--- src/rtl/rm_lane_sequencer.sv ---
// Purpose: buffers per-detector lane hits, round-robin grants one per cycle into a per-lane step table, emits a token on chain completion.
// Latency: probe at t -> slot at t+1 -> earliest grant t+1 -> step/match visible t+2.
// Backpressure: match_valid_o & ~match_ready_i stalls grants; capture continues and a full slot drops the hit (sticky overflow_o).
module rm_lane_sequencer #(
    parameter int NUM_DET   = 4,
    parameter int NUM_LANES = 5,
    localparam int LW = (NUM_LANES > 1) ? $clog2(NUM_LANES) : 1,
    localparam int SW = $clog2(NUM_DET + 1),
    localparam int PW = $clog2(NUM_DET),
    localparam int CW = LW + 2
) (
    input  logic                  clk_i,
    input  logic                  rst_ni,
    input  logic                  flush_i,
    // per detector k, CW bits at k*CW: {probe_val, lane[LW-1:0], reset_lane}
    input  logic [NUM_DET*CW-1:0] lane_cnt_i,
    output logic                  match_valid_o,
    input  logic                  match_ready_i,
    output logic [LW-1:0]         match_lane_o,
    output logic                  overflow_o,
    input  logic                  overflow_clr_i,
    output logic                  busy_o
);

    logic [NUM_DET-1:0]   probe_val;
    logic [NUM_DET-1:0]   reset_lane;
    logic [NUM_DET-1:0]   lane_ok;
    logic [LW-1:0]        hit_lane [NUM_DET];

    logic [NUM_DET-1:0]   pending;
    logic [LW-1:0]        plane [NUM_DET];
    logic [SW-1:0]        step [NUM_LANES];
    logic [PW-1:0]        rr_ptr;
    logic                 match_vld_q;
    logic [LW-1:0]        match_lane_q;
    logic                 overflow_q;

    logic                 stall;
    logic                 gnt_vld;
    logic [PW-1:0]        gnt_idx;
    logic [NUM_DET-1:0]   gnt_hot;
    logic [NUM_LANES-1:0] lane_rst;
    logic [LW-1:0]        g_lane;
    logic                 g_lane_ok;
    logic [SW-1:0]        g_step;
    logic                 g_rst;
    logic                 g_adv;
    logic                 g_last;
    logic                 new_match;
    logic [SW-1:0]        next_step;
    logic [PW-1:0]        next_rr;
    logic [NUM_DET-1:0]   capture;
    logic [NUM_DET-1:0]   drop;

    always_comb begin
        for (int k = 0; k < NUM_DET; k++) begin
            reset_lane[k] = lane_cnt_i[k*CW];
            hit_lane[k]   = lane_cnt_i[k*CW+1 +: LW];
            probe_val[k]  = lane_cnt_i[k*CW+CW-1];
            lane_ok[k]    = 32'(hit_lane[k]) < NUM_LANES;
        end
    end

    assign stall = match_vld_q & ~match_ready_i;

    // Round-robin search starting at rr_ptr, wrapping.
    always_comb begin
        int idx;
        gnt_vld = 1'b0;
        gnt_idx = '0;
        idx     = 0;
        if (!stall) begin
            for (int i = 0; i < NUM_DET; i++) begin
                idx = (32'(rr_ptr) + i) % NUM_DET;
                if (!gnt_vld && pending[idx]) begin
                    gnt_vld = 1'b1;
                    gnt_idx = PW'(idx);
                end
            end
        end
        for (int k = 0; k < NUM_DET; k++) begin
            gnt_hot[k] = gnt_vld && (32'(gnt_idx) == k);
        end
    end

    always_comb begin
        for (int l = 0; l < NUM_LANES; l++) begin
            lane_rst[l] = 1'b0;
            for (int k = 0; k < NUM_DET; k++) begin
                if (reset_lane[k] && lane_ok[k] && (32'(hit_lane[k]) == l)) begin
                    lane_rst[l] = 1'b1;
                end
            end
        end
    end

    always_comb begin
        g_lane    = plane[gnt_idx];
        g_lane_ok = 32'(g_lane) < NUM_LANES;
        g_step    = '0;
        g_rst     = 1'b0;
        for (int l = 0; l < NUM_LANES; l++) begin
            if (32'(g_lane) == l) begin
                g_step = step[l];
                g_rst  = lane_rst[l];
            end
        end
        g_adv     = gnt_vld && g_lane_ok && (32'(g_step) == 32'(gnt_idx));
        g_last    = 32'(gnt_idx) == NUM_DET - 1;
        // A same-edge lane reset wins, so it also swallows the completing step.
        new_match = g_adv && g_last && !g_rst;
        next_step = g_last ? '0 : SW'(32'(gnt_idx) + 1);
        next_rr   = g_last ? '0 : PW'(32'(gnt_idx) + 1);
    end

    always_comb begin
        for (int k = 0; k < NUM_DET; k++) begin
            capture[k] = probe_val[k] && lane_ok[k] && (!pending[k] || gnt_hot[k]);
            drop[k]    = probe_val[k] && lane_ok[k] && pending[k] && !gnt_hot[k];
        end
    end

    always_ff @(posedge clk_i or negedge rst_ni) begin
        if (!rst_ni) begin
            pending <= '0;
            for (int k = 0; k < NUM_DET; k++) plane[k] <= '0;
        end else if (flush_i) begin
            pending <= '0;
        end else begin
            for (int k = 0; k < NUM_DET; k++) begin
                if (capture[k]) begin
                    pending[k] <= 1'b1;
                    plane[k]   <= hit_lane[k];
                end else if (gnt_hot[k]) begin
                    pending[k] <= 1'b0;
                end
            end
        end
    end

    always_ff @(posedge clk_i or negedge rst_ni) begin
        if (!rst_ni) begin
            for (int l = 0; l < NUM_LANES; l++) step[l] <= '0;
        end else begin
            for (int l = 0; l < NUM_LANES; l++) begin
                if (flush_i || lane_rst[l]) begin
                    step[l] <= '0;
                end else if (g_adv && (32'(g_lane) == l)) begin
                    step[l] <= next_step;
                end
            end
        end
    end

    always_ff @(posedge clk_i or negedge rst_ni) begin
        if (!rst_ni) begin
            rr_ptr       <= '0;
            match_vld_q  <= 1'b0;
            match_lane_q <= '0;
            overflow_q   <= 1'b0;
        end else begin
            if (flush_i) begin
                rr_ptr <= '0;
            end else if (gnt_vld) begin
                rr_ptr <= next_rr;
            end

            if (flush_i) begin
                match_vld_q  <= 1'b0;
                match_lane_q <= '0;
            end else if (new_match) begin
                match_vld_q  <= 1'b1;
                match_lane_q <= g_lane;
            end else if (match_ready_i) begin
                match_vld_q  <= 1'b0;
            end

            if (!flush_i && (|drop)) begin
                overflow_q <= 1'b1;
            end else if (overflow_clr_i) begin
                overflow_q <= 1'b0;
            end
        end
    end

    assign match_valid_o = match_vld_q;
    assign match_lane_o  = match_lane_q;
    assign overflow_o    = overflow_q;
    assign busy_o        = (|pending) | match_vld_q;

endmodule

--- config.mk ---
export PLATFORM = sky130hd
export DESIGN_NAME = rm_lane_sequencer
export DESIGN_NICKNAME = d
export VERILOG_FILES = /design/src/rtl/rm_lane_sequencer.sv
export SDC_FILE = /design/constraint.sdc
export NUM_CORES = 1
export LEC_CHECK = 0
export ABC_AREA = 1
export ABC_CLOCK_PERIOD_IN_PS = 2700
export CAP_MARGIN = 25
export CORE_MARGIN = 5
export CORE_UTILIZATION = 30
export DETAILED_ROUTE_END_ITERATION = 16
export GPL_ROUTABILITY_DRIVEN = 0
export PLACE_DENSITY = 0.51
export SYNTH_ARGS = -nofsm -noshare
export SYNTH_HDL_FRONTEND = slang
export SYNTH_SLANG_ARGS = --single-unit
export TNS_END_PERCENT = 10
--- constraint.sdc ---
create_clock -name clk_i -period 2.7 [get_ports clk_i]
set_clock_uncertainty 0.1 [all_clocks]
set_input_delay 0.54 -clock clk_i [delete_from_list [all_inputs] [get_ports clk_i]]
set_output_delay 0.54 -clock clk_i [all_outputs]
set_load 0.01 [all_outputs]
Word level (Yosys, flattened, before mapping)
Index checks and enable logic that the tools add are counted.
- register bits: 38
- output and inout bits: 6
- word-level logic and storage cells: 248
- add/subtract/negate cells: 4
- magnitude comparators: 10
- equality and inequality tests: 24
- muxes and demuxes: 84
- bitwise logic cells: 5
- reduce and logical (&&, ||, !) cells: 104
- operators by type and width (cell ; count):
    $mux W3 ; 20
    $logic_and A1 B1 Y1 ; 57
    $mux W1 ; 50
    $eq A3 B2 Y1 const B ; 10
    $mux W2 ; 8
    $reduce_bool A2 Y1 ; 8
    $eq A3 B1 Y1 const B ; 5
    $eq A3 B3 Y1 const B ; 5
    $logic_not A3 Y1 ; 5
    $lt A3 B3 Y1 const B ; 5
    $reduce_bool A3 Y1 ; 5
    $logic_not A1 Y1 ; 13
    $lt A2 B3 Y1 const B ; 4
    $logic_or A1 B1 Y1 ; 9
    $bmux W1 S2 ; 4
    $reduce_and A2 Y1 ; 4
    $reduce_or A4 Y1 ; 2
    $bmux W3 S2 ; 1
    $add A2 B2 Y2 const B ; 2
    $eq A2 B2 Y1 const B ; 2
    $mux W4 ; 1
    $add A2 B1 Y3 const B ; 1
    $eq A3 B2 Y1 ; 1
    $ge A3 B3 Y1 const B ; 1
    other kinds (7) ; 8

Depth between registers and ports, before layout
Gate-level depths: netlist of run 1.
- word-level depth: 32
- gate-level depth with buffers: 25
- mapped depth without buffers: 25

Worst setup path before layout of run 1
Ideal clock, no wire load.
- path kind: reg-to-reg
- start point: register rr_ptr[0]
- end point: register match_lane_q[0] (netlist: match_lane_o[0])
- arrival: 2.387 ns
- data required time: 2.481 ns
- path slack: 0.094 ns
- stages on the path, launching flop included: 24
- path buffers: 1
- period minus slack after synthesis: 2.606 ns
- cells stage by stage: dfrtp_1 -> buf_6 -> nand2_1 -> nand3_2 -> nand2_4 -> nor2_1 -> nor2_2 -> nand2_4 -> nand3_4 -> nand2_1 -> nand3_2 -> nand2_4 -> inv_4 -> nand3_2 -> nor2_1 -> nor2_2 -> nand2_2 -> nand2_1 -> nand2_2 -> nand2_1 -> nor2_4 -> nand3_2 -> nand3_1 -> nand2_1
- cells in the longest elaborated chain, start to end: 31
- elaborated cells between the ends (all ways): 60
- ends and longest elaborated chain (element ; line ; source):
    start: declaration ; 33 ; logic [PW-1:0] rr_ptr;
    start signal: assignment ; 165 ; rr_ptr <= next_rr;
    $bmux W1 S2 ; 75 ; if (!gnt_vld && pending[idx]) begin
    $mux W1 (implied by the code) ; 75 ;
    $mux W1 ; 75 ;
    $mux W1 ; 72 ; if (!stall) begin
    $logic_not A1 Y1 ; 75 ;
    $logic_and A1 B1 Y1 ; 75 ;
    $mux W1 ; 75 ;
    $mux W1 ; 72 ;
    [... 9 more ...] ; -- ;
    $bmux W3 S2 ; 98 ; g_lane = plane[gnt_idx];
    $mux W3 (implied by the code) (2 in series) ; 98 ;
    $logic_not A3 Y1 ; 103 ; if (32'(g_lane) == l) begin
    $mux W3 (5 in series) ; 103 ;
    $eq A3 B2 Y1 ; 108 ; g_adv = gnt_vld && g_lane_ok && (32'(g_step) == 32'(gnt_idx));
    $logic_and A1 B1 Y1 ; 108 ;
    $logic_and A1 B1 Y1 (2 in series) ; 111 ; new_match = g_adv && g_last && !g_rst;
    $reduce_bool A2 Y1 (no line) ; -- ;
    end signal: assignment ; 173 ; match_lane_q <= g_lane;
    end: declaration ; 35 ; logic [LW-1:0] match_lane_q;
Several ways; a longest one is shown, not always the timed one. The select of a mux whose other input is x is not followed.
A chain may end at the register's enable or synchronous reset.

Worst setup path in the final report of run 1
- start point: register rr_ptr[0]
- end point: register match_lane_q[2] (netlist: match_lane_o[2])
Same word-level chain as after synthesis.

==> flow_metrics.py, run 1 <==
metrics = {
    "status": {
        "status": "complete, but fails checks",
        "violations": "negative setup slack",
    },
    "sta": {
        "fin_crit_sh_pct": 110,
        "final.setup.tns_ns": -3.54,
        "rsz0062_at_grt": "true",
        "fmax_mhz": 336,
        "worstMarginPinSlew_ns": 0.542,
        "slew_violations": 0,
        "finalCriticalPeriod_ns": 2.98,
        "final_hold_viol_count": 0,
        "worst_slack_ns": -0.279,
        "setup_viol": 14,
        "max_slew_margin_pct": 63.5,
    },
    "critical_path": {
        "crit_chain": "buf_12, nand2_1, nand2_1, nand2_2, nand2_4, nor2_8, nand3_4, nand2_4, nand3_4, nand2_2, buf_4, nand3_2, nand2_4, nand3_4, nor2_8, nor2_2, nand2_2, nand2_1, nand2_2, nand2_1, nor2_4, nand3_2, nand3_1, nand2_1",
        "critPathMaxFanout": 9,
        "cp.required_ns": 2.77,
        "critPathLaunch": "rr_ptr[0]",
        "cp-endpoint": "match_lane_o[2]",
        "critPathSlowestCell": "dfrtp_1",
        "cp.depth": 24,
        "crit_family": "simple AND/OR/NAND/NOR gates",
        "r2r_start": "rr_ptr[0]",
        "end_kind": "register",
        "path_buf_inv": 2,
        "worstPathArrival_ns": 3.05,
        "path_common_cell": "nand2_1",
        "cpPeakStageDelay_ns": 0.43,
        "crit_type": "register to register",
        "start_kind": "register",
        "r2r_cells": 24,
        "reg2reg_to": "match_lane_o[2]",
        "rrSetupSlack_ns": -0.28,
    },
    "floorplan": {
        "die_w_um": 103,
        "io_pins": 31,
        "die-area_mm2": 0.0106,
        "die_h_um": 103,
        "start_util_pct": 30.2,
        "row_count": 34,
        "core_mm2": 0.00859,
    },
    "place": {
        "dp_hpwl_um": 5800,
        "io_buffer_count": 30,
        "pre_cts_ws_ns": -0.461,
    },
    "cts": {
        "htreeDepth": 2,
        "clk_path_buf_depth": 2,
        "path_clk_slew_ns": 0.06,
        "clkSinkCount": 33,
        "numCtsBuffers": 5,
        "cts_tree": "built",
        "clock_latency_ns": 0.29,
        "cts_root_buf": "clkbuf_8",
        "cts-hold-fix-buffers": 0,
        "cts_setup_buffers": 0,
    },
    "route": {
        "avgRoutedWirePerCell_um": 13.0,
        "vias_per_cell": 4.78,
        "drt-pass1-iter-count": 4,
        "drt_iter0_markers": 111,
        "final_antenna_net_count": 0,
        "routed_wl_um": 6910,
        "vias": 2537,
        "drc_errors": 0,
    },
    "yosys": {
        "synth.yosys.seq_area_share_pct": 31.8,
        "ys_types": 30,
        "synthTopCellsByCount": "89 x nand2_1, 39 x inv_1, 36 x nand3_1, 35 x nand4_1, 33 x dfrtp_1",
        "yosysWarningCount": 0,
        "syn-num-nets": 382,
        "postSynthCellCount": 353,
        "yosysTopAreaCell": "dfrtp_1",
        "netlist_top_cells_area": "dfrtp_1 32%, nand2_1 13%, nand4_1 8.4%, nand3_1 6.9%, inv_1 5.6%",
        "synth_seq_cells": 33,
        "post-synth-top-count-cell": "nand2_1",
        "synthArstFlopShare_pct": 100,
        "synth_edf_count": 0,
        "avgSynthCellArea_um2": 7.36,
        "ys.flop_type": "dfrtp_1",
        "synth_top_area_share_pct": 31.8,
        "synth.cell_area_mm2": 0.00260,
    },
    "power": {
        "powerDensity_mw_per_mm2": 1470,
        "ir_drop_mv": 0.469,
        "p_leak_uw": 0.00168,
    },
    "finish": {
        "final_core_util_pct": 39.5,
        "fill_cells": 909,
        "areaGrowthSynthToFinish_pct": 30.6,
        "drive_gt1_share_pct": 24.3,
        "nNetsFinal": 452,
        "antenna_cells": 0,
    },
    "min_path": {
        "worst_hold_path_type": "register to register",
    },
    "global_routing": {
        "grt_antenna_before_repair": 0,
        "grt-ovfl-total": 0,
        "grt_pass1_vias": 2581,
        "grt_pass1_wl_um": 12000,
        "grt_start_max_net_pins": 34,
        "grt_use_total_pct": 14.3,
    },
    "run": {
        "max_cap_violations": 0,
    },
}
## final cells by class
type                    instances  area, um2  share of cell area (%)
multi-input cells             270       1570                    46.2
flip-flops and latches         33        826                    24.3
repair buffers                 66        596                    17.6
inverters                      47        184                    5.42
well taps                     108        135                    3.98
clock buffers                   7       86.3                    2.54
## through the flow
step | instance area (um2) | power, uW | std cells | hold slack, ns
floorplan | 2600 | 3330 | 353 | 0.144
global placement | 3300 | 4610 | 524 | 0.369
detailed placement | 3300 | 4600 | 524 | 0.375
CTS | 3390 | 5010 | 531 | 0.392
global route | 3390 | 5440 | 531 | 0.412
finish | 3390 | 4970 | 531 | 0.385
## cells by family after synthesis
| group | count (synthesis) | share of synthesized area, % |
|---|---|---|
| AOI/OAI and AO/OA | 33 | 7.03 |
| adders and majority gates | 4 | 1.93 |
| buffers and inverters | 50 | 8.18 |
| DFF | 33 | 31.8 |
| and+or+nand+nor | 233 | 51.1 |
## registers in the layout, indices dropped and copies added, names as in the netlist
name and count:
match_lane_o 3, plane 12, pending 4, overflow_o 1, step 10, rr_ptr 2, match_valid_o 1
## placed cells by master (no fill, tap or decap), types with 2 or more instances in the layout
| master | netlist | routed |
|---|---|---|
| nand3_1 | 36 | 36 |
| clkinv_1 | 2 | 2 |
| nand2_4 | 9 | 9 |
| nand3_2 | 10 | 10 |
| inv_2 | 4 | 4 |
| inv_1 | 39 | 38 |
| buf_12 | 0 | 2 |
| nand3_4 | 4 | 4 |
| dfrtp_1 | 33 | 33 |
| o21ai_0 | 21 | 20 |
| nand3b_1 | 2 | 2 |
| o22ai_1 | 2 | 2 |
| nand4_1 | 35 | 35 |
| ha_1 | 4 | 4 |
| nor2_2 | 3 | 3 |
| a21oi_1 | 6 | 6 |
| o21ai_2 | 1 | 2 |
| nand2_1 | 89 | 88 |
| nor2_1 | 21 | 21 |
| inv_4 | 2 | 3 |
| nor2_8 | 2 | 2 |
| clkbuf_8 | 0 | 6 |
| clkdlybuf4s50_1 | 0 | 30 |
| nand2_2 | 16 | 17 |
| nor2_4 | 3 | 3 |
| buf_4 | 0 | 34 |
## report_power, final
group / switching [uW] / internal [uW]
sequential: 82.4 / 616
combinational: 2350 / 1550
clock: 175 / 202
total: 2610 / 2370
## what timing repair did
| action | CTS | global route |
|---|---|---|
| gates resized for setup | 3 | 2 |
| pin swaps | 1 | 1 |
| setup endpoints to repair | 18 | 19 |
## how the worst min path moves through the flow
stage                     slack, ns  depth (start not counted)              end       from
after CTS                      0.39                          2         plane[2]   plane[2]
after global routing           0.41                          2         plane[6]   plane[6]
after global placement         0.37                          2        plane[11]  plane[11]
after detailed placement       0.38                          2         plane[8]   plane[8]
final                          0.38                          2         plane[2]   plane[2]
after floorplan                0.14                          0  match_lane_o[0]     rst_ni
## worst min-delay path, cell delays in order (launching register included)
cell	delay [ns]
dfrtp_1	0.34
nand2_1	0.05
o21ai_0	0.06
## metal layers
layer	vias up	track usage, %	routed length [um]
met3	10	2.30	192
met2	42	24.7	3400
met5	-	0	0
met1	1157	18.4	3240
met4	0	4.18	87
li1	1328	-	-
(Power assumes the default switching activity.)
==> run 2: changes to the inputs <==
--- a/config.mk
+++ b/config.mk
@@ -10,6 +10,7 @@
 export CAP_MARGIN = 25
 export CORE_MARGIN = 5
 export CORE_UTILIZATION = 30
+export CTS_CLUSTER_DIAMETER = 30
 export DETAILED_ROUTE_END_ITERATION = 16
 export GPL_ROUTABILITY_DRIVEN = 0
 export PLACE_DENSITY = 0.51
==> results of run 2 <==
Final layout, timing and power as in run 1 (identical DEF).
